## src/rtl/lsu_mem_if.sv

```systemverilog
// Load/store initiator for a word-organised data memory: one request at a time,
// sub-word stores as read-modify-write, RV32I load extension and error response.
module lsu_mem_if #(
   parameter int N = 32
) (
   input  logic         clk,
   input  logic         rst,
   input  logic         req_valid,
   output logic         req_ready,
   input  logic         req_we,
   input  logic [2:0]   req_funct3,
   input  logic [N-1:0] req_addr,
   input  logic [N-1:0] req_wdata,
   output logic         resp_valid,
   input  logic         resp_ready,
   output logic [N-1:0] resp_rdata,
   output logic         resp_err,
   output logic         mem_we,
   output logic [N-1:0] mem_a,
   output logic [N-1:0] mem_wd,
   input  logic [N-1:0] mem_rd
);

   typedef enum logic [1:0] {S_IDLE, S_READ, S_WRITE, S_RESP} state_t;

   state_t       state_q, state_d;
   logic         we_q, we_d;
   logic [2:0]   funct3_q, funct3_d;
   logic [N-1:0] addr_q, addr_d;
   logic [N-1:0] wdata_q, wdata_d;
   logic [N-1:0] old_q, old_d;
   logic [N-1:0] resp_rdata_q, resp_rdata_d;
   logic         resp_err_q, resp_err_d;
   logic         mem_we_s;
   logic [N-1:0] mem_wd_s;
   logic         bad_s;

   function automatic logic req_bad(input logic we, input logic [2:0] f3, input logic [1:0] off);
      logic bad;
      case (f3)
         3'b000:  bad = 1'b0;
         3'b001:  bad = off[0];
         3'b010:  bad = (off != 2'b00);
         3'b100:  bad = we;
         3'b101:  bad = we | off[0];
         default: bad = 1'b1;
      endcase
      return bad;
   endfunction

   function automatic logic [N-1:0] load_ext(input logic [N-1:0] rd, input logic [2:0] f3, input logic [1:0] off);
      logic [N-1:0] sh;
      logic [N-1:0] res;
      sh = rd >> {off, 3'b000};
      case (f3)
         3'b000:  res = {{(N-8){sh[7]}}, sh[7:0]};
         3'b001:  res = {{(N-16){sh[15]}}, sh[15:0]};
         3'b100:  res = {{(N-8){1'b0}}, sh[7:0]};
         3'b101:  res = {{(N-16){1'b0}}, sh[15:0]};
         default: res = rd;
      endcase
      return res;
   endfunction

   function automatic logic [N-1:0] store_merge(input logic [N-1:0] old, input logic [N-1:0] wd,
                                                input logic [2:0] f3, input logic [1:0] off);
      logic [N-1:0] res;
      res = old;
      case (f3)
         3'b000:  res[{off, 3'b000} +: 8] = wd[7:0];
         3'b001:  res[{off[1], 4'b0000} +: 16] = wd[15:0];
         default: res = wd;
      endcase
      return res;
   endfunction

   assign bad_s = req_bad(req_we, req_funct3, req_addr[1:0]);

   // Next-state, request capture and memory port drive.
   always_comb begin
      state_d      = state_q;
      we_d         = we_q;
      funct3_d     = funct3_q;
      addr_d       = addr_q;
      wdata_d      = wdata_q;
      old_d        = old_q;
      resp_rdata_d = resp_rdata_q;
      resp_err_d   = resp_err_q;
      mem_we_s     = 1'b0;
      mem_wd_s     = {N{1'b0}};
      case (state_q)
         S_IDLE: begin
            if (req_valid) begin
               we_d         = req_we;
               funct3_d     = req_funct3;
               addr_d       = req_addr;
               wdata_d      = req_wdata;
               resp_rdata_d = {N{1'b0}};
               resp_err_d   = bad_s;
               state_d      = bad_s ? S_RESP : S_READ;
            end else begin
               state_d = S_IDLE;
            end
         end
         S_READ: begin
            old_d = mem_rd;
            if (we_q) begin
               state_d = S_WRITE;
            end else begin
               resp_rdata_d = load_ext(mem_rd, funct3_q, addr_q[1:0]);
               state_d      = S_RESP;
            end
         end
         S_WRITE: begin
            mem_we_s = 1'b1;
            mem_wd_s = store_merge(old_q, wdata_q, funct3_q, addr_q[1:0]);
            state_d  = S_RESP;
         end
         S_RESP: begin
            if (resp_ready) begin
               state_d = S_IDLE;
            end else begin
               state_d = S_RESP;
            end
         end
         default: state_d = S_IDLE;
      endcase
   end

   // State and request registers with asynchronous clear.
   always_ff @(posedge clk or posedge rst) begin
      if (rst) begin
         state_q      <= S_IDLE;
         we_q         <= 1'b0;
         funct3_q     <= 3'b000;
         addr_q       <= {N{1'b0}};
         wdata_q      <= {N{1'b0}};
         old_q        <= {N{1'b0}};
         resp_rdata_q <= {N{1'b0}};
         resp_err_q   <= 1'b0;
      end else begin
         state_q      <= state_d;
         we_q         <= we_d;
         funct3_q     <= funct3_d;
         addr_q       <= addr_d;
         wdata_q      <= wdata_d;
         old_q        <= old_d;
         resp_rdata_q <= resp_rdata_d;
         resp_err_q   <= resp_err_d;
      end
   end

   // Gating with rst keeps a write from landing on the edge that resets us.
   assign mem_we     = mem_we_s & ~rst;
   assign mem_wd     = mem_wd_s;
   assign mem_a      = {2'b00, addr_q[N-1:2]};
   assign req_ready  = (state_q == S_IDLE);
   assign resp_valid = (state_q == S_RESP);
   assign resp_rdata = resp_rdata_q;
   assign resp_err   = resp_err_q;

endmodule

```

## config.mk

```make
export PLATFORM = sky130hd
export DESIGN_NAME = lsu_mem_if
export DESIGN_NICKNAME = d
export VERILOG_FILES = /design/src/rtl/lsu_mem_if.sv
export SDC_FILE = /design/constraint.sdc
export NUM_CORES = 1
export LEC_CHECK = 0
export ABC_AREA = 1
export CAP_MARGIN = 0
export CORE_MARGIN = 3
export CORE_UTILIZATION = 41
export DETAILED_ROUTE_END_ITERATION = 16
export PLACE_DENSITY = 0.7
export SYNTH_ARGS = -nofsm -noshare
export SYNTH_HDL_FRONTEND = slang
export SYNTH_SLANG_ARGS = --single-unit
```

## constraint.sdc

```tcl
create_clock -name clk -period 6.9 [get_ports clk]
set_clock_uncertainty 0.1 [all_clocks]
set_input_delay 2.07 -clock clk [delete_from_list [all_inputs] [get_ports clk]]
set_output_delay 2.07 -clock clk [all_outputs]
set_load 0.02 [all_outputs]
```

# Yosys cells after proc, flatten, opt, wreduce, memory -nomap -nowiden
# Index checks and enable logic that the tools add are counted.
dict set report classes {
  addsub 2
  n_eq_ne 12
  shift 5
  muxes 15
  bitwise 3
  n_reduce_logical 7
}
# operator n
set op_table {}
lappend op_table {{32-bit one-hot mux with 2 select lines} 2}
lappend op_table {{32-bit one-hot mux with 4 select lines} 1}
lappend op_table {{32-bit 2-to-1 mux} 3}
lappend op_table {{32-bit bitwise mux} 2}
lappend op_table {{16-bit by 7-bit variable shift with 32-bit output (first input constant)} 1}
lappend op_table {{8-bit by 7-bit variable shift with 32-bit output (first input constant)} 1}
lappend op_table {{16-bit by 7-bit indexed part select with 32-bit output} 1}
lappend op_table {{8-bit by 7-bit indexed part select with 32-bit output} 1}
lappend op_table {{32-bit by 5-bit right shift with 16-bit output} 1}
lappend op_table {{5-bit negation with 7-bit output} 2}
lappend op_table {{3-bit == test (second input constant)} 4}
lappend op_table {{2-bit one-hot mux with 4 select lines} 1}
lappend op_table {{3-bit by 1-bit == test with 1-bit output (second input constant)} 2}
lappend op_table {{3-bit zero test} 2}
lappend op_table {{2-bit 2-to-1 mux} 3}
lappend op_table {{1-bit one-hot mux with 5 select lines} 1}
lappend op_table {{2-bit == test (second input constant)} 2}
lappend op_table {{2-bit != test (second input constant)} 2}
lappend op_table {{2-bit nonzero test} 2}
lappend op_table {{3-bit by 2-bit == test with 1-bit output (second input constant)} 1}
lappend op_table {{3-bit AND reduction} 1}
lappend op_table {{2-bit by 1-bit == test with 1-bit output (second input constant)} 1}
lappend op_table {{2-bit zero test} 1}
lappend op_table {{1-bit 2-to-1 mux} 2}
lappend op_table {{4 further kinds} 4}
dict set report word_totals {
  ff_bits 135
  inputBits 104
  out_inout_bits 100
  word_cells 52
}

# Depth between registers and ports, before layout
dict set report depth {
  ltp_word 5
  ltp_mapped 12
  depth_no_buf 9
}

# Least setup slack after synthesis
# OpenSTA, ideal clock, no wires.
dict set report synth_path {
  path_kind {input-to-output}
  start {input port rst}
  end {output port mem_we}
  arrival_ns 2.363
  required_time_ns 4.730
  path_slack_ns 2.367
  path_stages 1
  cell_sequence {nor2_1}
}
dict set report synth_between {
  elab_chain_cells 2
}
# element line
set synth_rtl {}
lappend synth_rtl {{start: declaration} 7} ;# input logic rst,
lappend synth_rtl {{1-bit NOT} 154} ;# assign mem_we = mem_we_s & ~rst;
lappend synth_rtl {{1-bit AND} 154}
lappend synth_rtl {{end: declaration} 18} ;# output logic mem_we,
# No other way between the ends.

# Final worst setup path
dict set report layout_path {
  start {register addr_q[1]}
  end {output port mem_wd[18]}
}
dict set report layout_between {
  elab_chain_cells 5
}
# element line
set layout_rtl {}
lappend layout_rtl {{start: declaration} 29} ;# logic [N-1:0] addr_q, addr_d;
lappend layout_rtl {{start signal: assignment} 136} ;# addr_q <= {N{1'b0}};
lappend layout_rtl {{start signal: assignment} 145} ;# addr_q <= addr_d;
lappend layout_rtl {{5-bit negation with 7-bit output (on tied branches)} {71, 70}}
lappend layout_rtl {{16-bit by 7-bit indexed part select with 32-bit output, or another cell as far along} 71} ;# 3'b001: res[{off[1], 4'b0000} +: 16] = wd[15:0];
lappend layout_rtl {{32-bit bitwise mux (on tied branches)} {71, 70}}
lappend layout_rtl {{32-bit one-hot mux with 2 select lines (*)} 69} ;# case (f3)
lappend layout_rtl {{32-bit 2-to-1 mux (*)} 91} ;# case (state_q)
lappend layout_rtl {{end: declaration} 20} ;# output logic [N-1:0] mem_wd,
# Every way passes the cells marked *; elsewhere a longest branch is shown, timed or not.

==> impl_metrics.csv <==
group,metric,value,unit
final_layout,fin_util,55.49,%
logic_synthesis,synth_cell_types,28,
route,drtIter0Drc,762,
global_route,grt_pass1_wl,34910,um
sta,period_share,85.28,%
die,die_area,19370,um^2
route,dr.pass1.iters,6,
pwr,p_per_area,477.7,nW/um^2
sta,max_freq,169.9,MHz
setup_path,cp_cell_sequence,"inv_2 -> ha_1 -> inv_1 -> nand2_1 -> o21ai_0 -> o211ai_1 -> a21oi_1 -> clkdlybuf4s50_1",
setup_path,end_kind,"output pin",
sta,grt_setup_unrepaired,"no",
global_route,grt_use_total,22.54,%
final_layout,syn_to_final_growth,32.43,%
sta,worst_pin_slew,1166,ps
sta,setup_violations,0,
clock_network,cts_htree_levels,4,
placement,hpwl,15920,um
clock_network,post_cts_buffers,0,
clock_network,cts_buffer_depth,2,
sta,tns,0,ps
clock_network,clock_latency,410,ps
flow_run,maxCapViolCount,0,
clock_network,cts.sinks,135,
die,coreArea,17360,um^2
setup_path,reg2reg_from,"funct3_q[1]$_DFFE_PP0P_",
final_layout,fin_nets,1254,
die,rows,48,
setup_path,cp.arrival,3710,ps
global_route,first_global_vias,6617,
logic_synthesis,synth_sequential_area_ratio,46.46,%
final_layout,antenna_cells,0,
clock_network,hold_buffers,0,
setup_path,worstPathRequired,4730,ps
setup_path,crit_type,"reg2out",
logic_synthesis,synthCells,1001,
worst_hold_path,hold_class,"reg2reg",
setup_path,critPathBufInv,3,
setup_path,cp_max_fo,25,
route,viasPerCell,5.023,
pwr,p_leak,4.707,nW
clock_network,cts.clk_slew.worst_paths,50,ps
setup_path,cpMaxStageDelayCell,"dfrtp_1",
die,die_h,139.2,um
global_route,grt_max_degree,74,
die,die_w,139.2,um
route,vias,6916,
route,wl_per_cell,15.88,um
worst_hold_path,min_from,"wdata_q[26]$_DFFE_PP0P_",
clock_network,tritoncts,"built",
pwr,peakVddDrop,270.6,uV
die,io-pin-count,204,
sta,hold_violations,0,
route,routed_wl,21860,um
status,status,"completed",
logic_synthesis,synth-seq-cells,135,
placement,globalplace.congestion,0.9142,
route,drc,0,
final_layout,layout-drive-gt1-share,4.514,%
clock_network,postCtsResizedCells,0,
sta,timing.max_slew.rel_slack,22.28,%
setup_path,worstSetupStartpoint,"addr_q[1]$_DFFE_PP0P_",
placement,io_buffers,201,
logic_synthesis,postSynthAreaPerCell,7.265,um^2
logic_synthesis,synth_area,7272,um^2
global_route,overflow,0,
setup_path,cp_top_family,"buffers and inverters",
global_route,antenna_found_initial,0,
die,initial_utilization,41.90,%
setup_path,slowest_delay,910,ps
sta,drv_slew,0,
setup_path,start_kind,"flop",
sta,fin_crit,5885,ps
route,antenna_left,0,
logic_synthesis,yosysWarningCount,0,
clock_network,cts_inserted_buffers,17,
clock_network,clock-root-buffer,"clkbuf_16",
-- logic make-up (layout without fill, tap and decap cells) --
family	Yosys count	count (layout)	share of synthesized area (%)
AO/OA/AOI/OAI	142	142	10.84
adder cells (fa/ha/maj)	5	5	0.8603
buffers and inverters	161	311	10.70
flip-flops	135	135	46.46
other	1	2	0.05157
AND/OR/NAND/NOR	557	557	31.09
-- layer usage --
| layer | GRT usage [%] | part of all wire, % | up-vias |
|---|---|---|---|
| li1 | - | - | 3420 |
| met1 | 30.22 | 43 | 3163 |
| met2 | 35.90 | 46 | 297 |
| met3 | 6.379 | 8.3 | 36 |
| met4 | 6.540 | 1.9 | 0 |
| met5 | 0 | 0 | - |
-- sequential cells by signal (all words and copies together) (netlist names) --
name / flops
old_q: 32
we_q: 1
funct3_q: 3
addr_q: 32
wdata_q: 32
resp_err: 1
resp_rdata: 32
state_q: 2
-- Yosys cell counts, drive strengths merged --
master / count / area share, %
a21oi: 42 / 2.9
ha: 5 / 0.86
nor2: 45 / 2.7
nand2: 434 / 22
inv: 78 / 4.0
conb: 1 / 0.052
buf: 60 / 5.5
nand3: 63 / 4.6
a22o: 3 / 0.36
o31ai: 3 / 0.31
nand4: 15 / 1.3
o211ai: 11 / 1.1
clkbuf: 23 / 1.2
a22oi: 5 / 0.52
o21ai: 75 / 5.4
dfrtp: 135 / 46
o22ai: 3 / 0.26
-- power breakdown --
| group | leakage [nW] | total (mW) | internal [mW] | switching [mW] |
|---|---|---|---|---|
| Combinational | 2.78 | 2.30 | 0.900 | 1.40 |
| Sequential | 1.69 | 1.51 | 1.16 | 0.346 |
| Clock | 0.240 | 0.800 | 0.481 | 0.319 |
-- layout by cell type, fill, tap and decap left out, drive strengths merged, types with 5 or more instances in the layout --
cell type	synthesis	layout
nand2	434	434
a22oi	5	5
nand4	15	15
inv	78	78
nand3	63	63
clkbuf	23	21
ha	5	5
o21ai	75	75
nor2	45	45
a21oi	42	42
clkdlybuf4s50	0	201
buf	60	6
dfrtp	135	135
o211ai	11	11
-- through the flow --
step / instance area [um^2] / setup slack, ps / hold WS [ps] / cells / power, mW
after global placement: 9134 / 1471 / 361.6 / 1351 / 3.759
final: 9630 / 1015 / 376.3 / 1377 / 4.601
after detailed placement: 9134 / 1465 / 364.0 / 1351 / 3.794
after global routing: 9630 / 652.3 / 392.3 / 1377 / 4.947
after floorplan: 7276 / 1119 / 349.1 / 1002 / 3.017
after CTS: 9630 / 1051 / 379.7 / 1377 / 4.610
-- worst min-delay path, stage by stage (launching register included) --
cell and delay [ps]:
dfrtp_1 340, nand2_1 60, nand2_1 50
-- cell type report --
class                      count  area, um^2
multi-input combinational    706        3122
clock buffer                  21       440.4
fill                        1692        7726
sequential                   135        3378
timing repair buffer         207        2057
inverter                      78       295.3
clock inverter                 5       56.30
tap                          225       281.5
-- worst paths after layout --
check,end,slack (ps),cells past startpoint
max,mem_wd[18],1020,8
min,wdata_q[26]$_DFFE_PP0P_,380,2
max reg2reg,resp_rdata[25]$_DFFE_PP0P_,4100,7
min reg2reg,wdata_q[26]$_DFFE_PP0P_,380,2
max in group asynchronous,resp_rdata[12]$_DFFE_PP0P_,3600,3
min in group asynchronous,addr_q[6]$_DFFE_PP0P_,2080,2
Power figures use the tool's default switching activity.
